`config.mk`:
```
export PLATFORM = sky130hd
export DESIGN_NAME = spi_tx
export DESIGN_NICKNAME = d
export VERILOG_FILES = /design/src/rtl/spi_tx.sv
export SDC_FILE = /design/constraint.sdc
export NUM_CORES = 1
export LEC_CHECK = 0
export CAP_MARGIN = 15
export CORE_ASPECT_RATIO = 2
export CORE_MARGIN = 2
export CORE_UTILIZATION = 55
export DETAILED_ROUTE_END_ITERATION = 16
export PLACE_DENSITY_LB_ADDON = 0.05
export SYNTH_ARGS = -nofsm -noshare
export SYNTH_HDL_FRONTEND = slang
export SYNTH_SLANG_ARGS = --single-unit
```
`constraint.sdc`:
```
create_clock -name clock -period 2.9 [get_ports clock]
set_input_delay 0.58 -clock clock [delete_from_list [all_inputs] [get_ports clock]]
set_output_delay 0.58 -clock clock [all_outputs]
set_load 0.02 [all_outputs]
```
`src/rtl/spi_tx.sv`:
```
// Slave-side SPI (mode 0) MISO transmitter: one 16-bit word per chip-select frame, MSB first,
// fed from a one-entry valid/ready holding register. Optional macro SPI_TX_CRC_EN replaces the low nibble with a CRC-4.
module spi_tx #(
  parameter logic [15:0] IDLE_WORD   = 16'h0000,
  parameter int          SYNC_STAGES = 2
) (
  input  logic        clock,
  input  logic        reset,
  input  logic        spi_clock,
  input  logic        cs_n,
  output logic        miso,
  output logic        miso_oe,
  input  logic [15:0] tx_data,
  input  logic        tx_valid,
  output logic        tx_ready,
  output logic        busy,
  output logic        frame_done,
  output logic        underrun,
  output logic        abort
);

  typedef enum logic [1:0] {
    ST_IDLE  = 2'd0,
    ST_SHIFT = 2'd1,
    ST_DONE  = 2'd2
  } state_t;

  logic [SYNC_STAGES-1:0] sclk_sync_q, sclk_sync_d;
  logic [SYNC_STAGES-1:0] cs_sync_q, cs_sync_d;
  logic                   sclk_hist_q, sclk_hist_d;
  logic                   cs_hist_q, cs_hist_d;

  state_t      state_q, state_d;
  logic [15:0] hold_q, hold_d;
  logic        hold_full_q, hold_full_d;
  logic [15:0] shift_q, shift_d;
  logic [4:0]  bitcnt_q, bitcnt_d;
  logic        miso_q, miso_d;
  logic        oe_q, oe_d;
  logic        frame_done_q, frame_done_d;
  logic        underrun_q, underrun_d;
  logic        abort_q, abort_d;

  logic        sclk_rise, sclk_fall, cs_fall, cs_rise;
  logic        accept;
  logic [15:0] start_word, framed_word;

  assign sclk_rise =  sclk_sync_q[SYNC_STAGES-1] & ~sclk_hist_q;
  assign sclk_fall = ~sclk_sync_q[SYNC_STAGES-1] &  sclk_hist_q;
  assign cs_fall   = ~cs_sync_q[SYNC_STAGES-1]   &  cs_hist_q;
  assign cs_rise   =  cs_sync_q[SYNC_STAGES-1]   & ~cs_hist_q;

  assign accept     = tx_valid & ~hold_full_q;
  assign start_word = hold_full_q ? hold_q : IDLE_WORD;

`ifdef SPI_TX_CRC_EN
  // CRC-4, polynomial x^4+x+1, init 0, fed MSB first over the upper 12 bits.
  function automatic logic [3:0] crc4(input logic [11:0] data);
    logic [3:0] crc;
    logic       fb;
    crc = 4'h0;
    for (int i = 11; i >= 0; i--) begin
      fb  = crc[3] ^ data[i];
      crc = {crc[2:0], 1'b0} ^ (fb ? 4'b0011 : 4'b0000);
    end
    return crc;
  endfunction

  assign framed_word = {start_word[15:4], crc4(start_word[15:4])};
`else
  assign framed_word = start_word;
`endif

  always_comb begin
    sclk_sync_d  = {sclk_sync_q[SYNC_STAGES-2:0], spi_clock};
    cs_sync_d    = {cs_sync_q[SYNC_STAGES-2:0], cs_n};
    sclk_hist_d  = sclk_sync_q[SYNC_STAGES-1];
    cs_hist_d    = cs_sync_q[SYNC_STAGES-1];
    state_d      = state_q;
    hold_d       = hold_q;
    hold_full_d  = hold_full_q;
    shift_d      = shift_q;
    bitcnt_d     = bitcnt_q;
    frame_done_d = 1'b0;
    underrun_d   = 1'b0;
    abort_d      = 1'b0;

    if (accept) begin
      hold_d      = tx_data;
      hold_full_d = 1'b1;
    end

    case (state_q)
      ST_IDLE: begin
        if (cs_fall) begin
          // A word accepted this same cycle stays queued for the next frame.
          shift_d     = framed_word;
          underrun_d  = ~hold_full_q;
          hold_full_d = accept;
          bitcnt_d    = 5'd0;
          state_d     = ST_SHIFT;
        end
      end
      ST_SHIFT: begin
        if (cs_rise) begin
          abort_d = 1'b1;
          shift_d = 16'h0000;
          state_d = ST_IDLE;
        end else if (sclk_rise) begin
          bitcnt_d = bitcnt_q + 5'd1;
          if (bitcnt_q == 5'd15) begin
            frame_done_d = 1'b1;
            state_d      = ST_DONE;
          end
        end else if (sclk_fall && bitcnt_q >= 5'd1 && bitcnt_q <= 5'd15) begin
          shift_d = {shift_q[14:0], 1'b0};
        end
      end
      ST_DONE: begin
        if (cs_rise) begin
          shift_d = 16'h0000;
          state_d = ST_IDLE;
        end
      end
      default: state_d = ST_IDLE;
    endcase

    miso_d = (state_q == ST_SHIFT) ? shift_q[15] : 1'b0;
    oe_d   = (state_d != ST_IDLE);
  end

  // The cs_n chain resets to "selected" so a chip select already low at reset release
  // is not mistaken for a new frame; the host must deselect first.
  always_ff @(posedge clock or posedge reset) begin
    if (reset) begin
      sclk_sync_q  <= '0;
      cs_sync_q    <= '0;
      sclk_hist_q  <= 1'b0;
      cs_hist_q    <= 1'b0;
      state_q      <= ST_IDLE;
      hold_q       <= 16'h0000;
      hold_full_q  <= 1'b0;
      shift_q      <= 16'h0000;
      bitcnt_q     <= 5'd0;
      miso_q       <= 1'b0;
      oe_q         <= 1'b0;
      frame_done_q <= 1'b0;
      underrun_q   <= 1'b0;
      abort_q      <= 1'b0;
    end else begin
      sclk_sync_q  <= sclk_sync_d;
      cs_sync_q    <= cs_sync_d;
      sclk_hist_q  <= sclk_hist_d;
      cs_hist_q    <= cs_hist_d;
      state_q      <= state_d;
      hold_q       <= hold_d;
      hold_full_q  <= hold_full_d;
      shift_q      <= shift_d;
      bitcnt_q     <= bitcnt_d;
      miso_q       <= miso_d;
      oe_q         <= oe_d;
      frame_done_q <= frame_done_d;
      underrun_q   <= underrun_d;
      abort_q      <= abort_d;
    end
  end

  assign miso       = miso_q;
  assign miso_oe    = oe_q;
  assign tx_ready   = ~hold_full_q;
  assign busy       = (state_q != ST_IDLE);
  assign frame_done = frame_done_q;
  assign underrun   = underrun_q;
  assign abort      = abort_q;

endmodule
```
==> After elaboration in Yosys (flattened, before gate mapping) <==
Index checks and enable logic that the tools add are counted.
{ "op_classes": {"add_sub_neg": 1, "mul": 0, "div_mod_pow": 0, "magnitude_cmp": 2, "eq_ne": 9, "n_shift": 0, "mux": 29, "bitwise_logic": 10, "n_reduce_logical": 9} }
{ "ops": {"columns": ["op", "count"], "rows": [
  ["$mux W16", 6],
  ["$pmux W16 S3", 1],
  ["$mux W5", 3],
  ["$mux W1", 12],
  ["$mux W2", 5],
  ["$pmux W5 S2", 1],
  ["$ne A2 B2 Y1 const B", 4],
  ["$ne A3 B3 Y1 const B", 2],
  ["$pmux W2 S3", 1],
  ["$reduce_bool A2 Y1", 3],
  ["$add A5 B1 Y5 const B", 1],
  ["$and A1 B1 Y1", 5],
  ["$eq A5 B4 Y1 const B", 1],
  ["$ge A5 B1 Y1 const B", 1],
  ["$le A5 B4 Y1 const B", 1],
  ["$not A1 Y1", 5],
  ["$reduce_and A5 Y1", 1],
  ["$reduce_and A4 Y1", 1],
  ["$reduce_bool A3 Y1", 1],
  ["$eq A2 B1 Y1 const B", 1],
  ["$eq A2 B2 Y1 const B", 1],
  ["$logic_and A1 B1 Y1", 2],
  ["$logic_not A2 Y1", 1]
]} }
{ "totals": {"ff_bits": 51, "latch_bits": 0, "mem_bits_rw": 0, "mem_bits_ro": 0, "in_bits": 21, "output_inout_bits": 7, "wordCells": 74, "memories": 0} }

==> Logic depth before layout (Yosys ltp) <==
{ "logic_depth": {"word_depth": 8, "ltp_mapped": 8, "depth_no_buf": 7} }

==> Worst setup path after synthesis <==
OpenSTA, ideal clock, no wires.
{ "synth_path": {"path_type": "register -> register", "start": "register state_q[0]", "end": "register shift_q[15]", "setup_ps": 125, "arrival_time_ps": 2018, "t_required_ps": 2775, "path_slack_ps": 757, "path_stages_with_launch": 9, "n_path_buf": 2, "period_less_slack_ps": 2143, "cell_sequence": "dfrtp_1 > inv_1 > ha_1 > buf_2 > or3b_1 > o221a_2 > a31oi_4 > buf_6 > mux2_4"} }
{ "synth_between": {"elab_chain_len": 3, "elab_cells_between_ends": 10, "cone_classes": "6 x eq/ne; 1 x mux; 3 x reduce/logical"} }
{ "synth_lines": {"columns": ["item", "line_no", "text"], "rows": [
  ["start, declared", "33", "state_t state_q, state_d;"],
  ["start signal, assigned", "155", "state_q <= state_d;"],
  ["$eq A2 B1 Y1, or another cell as far along", "93", "case (state_q)"],
  ["$ne A3 B3 Y1 (no line), or another cell as far along", null, null],
  ["$reduce_and A5 Y1 (no line)", null, null],
  ["end signal, assigned", "158", "shift_q <= shift_d;"],
  ["end, declared", "36", "logic [15:0] shift_q, shift_d;"]
]} }
Parallel ways exist; a longest one is shown, timed or not.
A chain may end at the register's enable or synchronous reset.

==> Worst setup path in the final report <==
{ "layout_path": {"start": "register state_q[0]", "end": "register shift_q[10]"} }
Same word-level chain as after synthesis.

==> summary.txt <==
Status
  • Outcome: finished, final reports clean

Finish
  • # nets final: 237
  • Area delta synth->final: 18.71%
  • Ratio of cells with drive above 1 in the final layout: 24.29%
  • Final Instance Area: 0.002803 sq mm
  • # diodes: 0
  • Fill count: 313

Pwr
  • Pint: 0.001816 W
  • Clock network fraction of total power: 18.9%
  • P_sw: 0.0008417 W
  • Pwr/cell area: 948.3 mW/mm^2
  • Combinational share of power: 39.0%
  • Net Sw Frac: 31.67%
  • VDD IR max: 0.6842 mV
  • LEAKAGE: 1.246 nW
  • Flop pwr share: 42.0%

Critical path
  • WS Path Type: register to register
  • Crit-path max FO: 16
  • CP Launch Type: register
  • R2R depth: 7
  • CP Data Arrival Time: 2.58 ns
  • Worst Setup End Kind: register
  • Critical Path RT: 3.08 ns

Timing
  • Max Freq: 0.4157 GHz
  • Slew @ Worst Pin: 0.5787 ns
  • Max_slew headroom: 61.42%
  • Skew final: 0.008066 ns
  • Final min period: 2.406 ns
  • Final Max Tran Viols: 0
  • Fin crit share: 82.96%
  • Final Hold Vio Count: 0
  • Setup TNS: 0 ns
  • Final setup fails: 0
  • RSZ-0062 raised after global routing: false

Floorplan
  • Die area: 0.004865 sq mm
  • Rows: 33
  • Die height: 96.66 um
  • Starting Density: 57.18%
  • Chip width: 50.33 um
  • Core area: 0.004129 sq mm
  • # IOs: 28

GRT
  • Initial antenna violation count: 0
  • First-pass GRT wire length: 7603 um
  • Largest net degree at the start of global routing: 23
  • Vias in the first global route: 1629
  • GRT Total Usage: 20.57%
  • Grt ovf: 0

Drt
  • Vias per cell: 5.721
  • DR pass1 iterations: 4
  • Wire per inst: 16.60 um
  • Final ANT Viol Nets: 0
  • Drc violations: 0
  • Detailed Route WL: 4350 um
  • 1st-iter DRT viols: 24
  • Vias: 1499

Yosys
  • Post-synth ARST share: 100.0%
  • Cells after Synth: 178
  • Post-synth cell types: 39
  • Synthesized area: 0.002361 sq mm
  • Register area share after synthesis: 54.05%
  • Most common cell in the synthesized netlist: dfrtp_1
  • Mapped Nets: 206
  • Area leader, netlist: dfrtp_1
  • Synthesized area per cell: 13.26 sq um
  • Share of the synthesized area in the top cell type: 54.05%
  • #FFs+latches synth: 51
  • Number of synthesized flops with an enable pin: 0
  • Most frequent cells after synthesis: dfrtp_1 (51), mux2_2 (23), a22o_1 (15), inv_1 (10)
  • Synth area leaders: dfrtp_1 (54%), mux2_2 (11%), mux2_4 (5.7%)
  • Synth Flop Type: dfrtp_1
  • Synth Warn #: 0

Min path
  • Worst hold path class: register to register
  • Hold Path Cell Cnt: 0

Clock tree
  • # resized after CTS: 0
  • Clock slew at reported path FFs: 0.09 ns
  • Clock tree from TritonCTS: yes
  • Num CTS Buffers: 5
  • Clk Latency, worst-skew pair: 0.30 ns
  • # hold bufs at CTS: 0
  • H-Tree Depth: 2
  • Post-CTS setup buffers: 0
  • Clock Path Buffers: 2
  • CTS root buffer: clkbuf_8
  • CTS Sinks: 51

Placement
  • HPWL after detailed placement: 3169 um
  • GP Congestion: 0.7047
  • Dpl cell area: 0.002685 sq mm
  • Port bufs: 27

Run
  • Max-Cap Viols: 0
final timing paths:
check | slack, ns | end | start
worst max register to register | 0.49 | shift_q[10] | state_q[0]
min in group asynchronous | 0.55 | bitcnt_q[1] | reset
worst min register to register | 0.36 | sclk_sync_q[1] | sclk_sync_q[0]
max in group asynchronous | 1.75 | shift_q[10] | reset
worst min-delay path | 0.36 | sclk_sync_q[1] | sclk_sync_q[0]
worst max-delay path | 0.49 | shift_q[10] | state_q[0]
worst max-delay path, cell delays in order, from the launching register on:
cell and delay [ns]:
dfrtp_1 0.44, inv_1 0.11, ha_1 0.32, nand3b_1 0.27
o221a_2 0.34, a31oi_4 0.13, buf_4 0.29, mux2_2 0.37
area by class of cell:
type,instances,area [sq um],area share (%)
clock buffers,6,82.58,2.946
clock inverters,2,35.03,1.250
inverters,10,37.54,1.339
multi-input cells,108,991.0,35.36
flip-flops and latches,51,1276,45.54
well taps,52,65.06,2.321
repair buffers,33,315.3,11.25
cells by family after synthesis:
kind of cell | after synthesis | share of synthesized area [%]
multiplexers | 35 | 17.97
adder cells (fa/ha/maj) | 8 | 4.133
AND/OR/NAND/NOR | 32 | 7.632
flip-flops | 51 | 54.05
AO/OA/AOI/OAI | 33 | 12.24
buffers and inverters | 19 | 3.975
layer usage:
metal / up-vias / wire [um] / part of all wire, % / global-route usage [%]
li1: 700 / - / - / -
met1: 759 / 1708 / 39 / 24.55
met2: 31 / 2421 / 56 / 35.63
met3: 9 / 96 / 2.2 / 2.778
met4: 0 / 123 / 2.8 / 9.356
met5: - / 0 / 0 / 0
stage by stage:
stage	util (%)	hold WS [ns]	power, W	instances	worst slack (ns)
floorplan	-	0.3312	0.001911	178	0.7572
global placement	65.03	0.3318	0.002117	254	0.6310
detailed placement	65.03	0.3428	0.002176	254	0.5108
CTS	67.88	0.3631	0.002681	262	0.4730
global route	67.88	0.3768	0.002843	262	0.2676
finish	67.88	0.3617	0.002658	262	0.4942
cells in the final DEF (no fill, tap or decap), drive strengths merged, types with 2 or more instances in the layout:
master / count
nand2b: 4
a211o: 2
nor2: 9
mux2: 32
ha: 7
nand3: 2
o21ai: 3
clkdlybuf4s50: 27
o22ai: 2
a22o: 15
buf: 6
clkbuf: 6
inv: 10
nand2: 3
mux2i: 3
dfrtp: 51
o221ai: 4
nand3b: 4
and3: 2
state kept, by name, summed over array words and instances (netlist names), 2 cells and up:
signal       cells
bitcnt_q         5
cs_sync_q        2
shift_q         16
state_q          2
sclk_sync_q      2
hold_q          16
power groups by stage:
stage	clock network (W)	registers [W]	logic (W)
after floorplan	0	0.00110	0.000816
after global placement	0	0.00112	0.000998
after detailed placement	0	0.00113	0.00104
after CTS	0.000512	0.00112	0.00105
after global routing	0.000545	0.00115	0.00115
final	0.000503	0.00112	0.00104
Power figures use the tool's default switching activity.
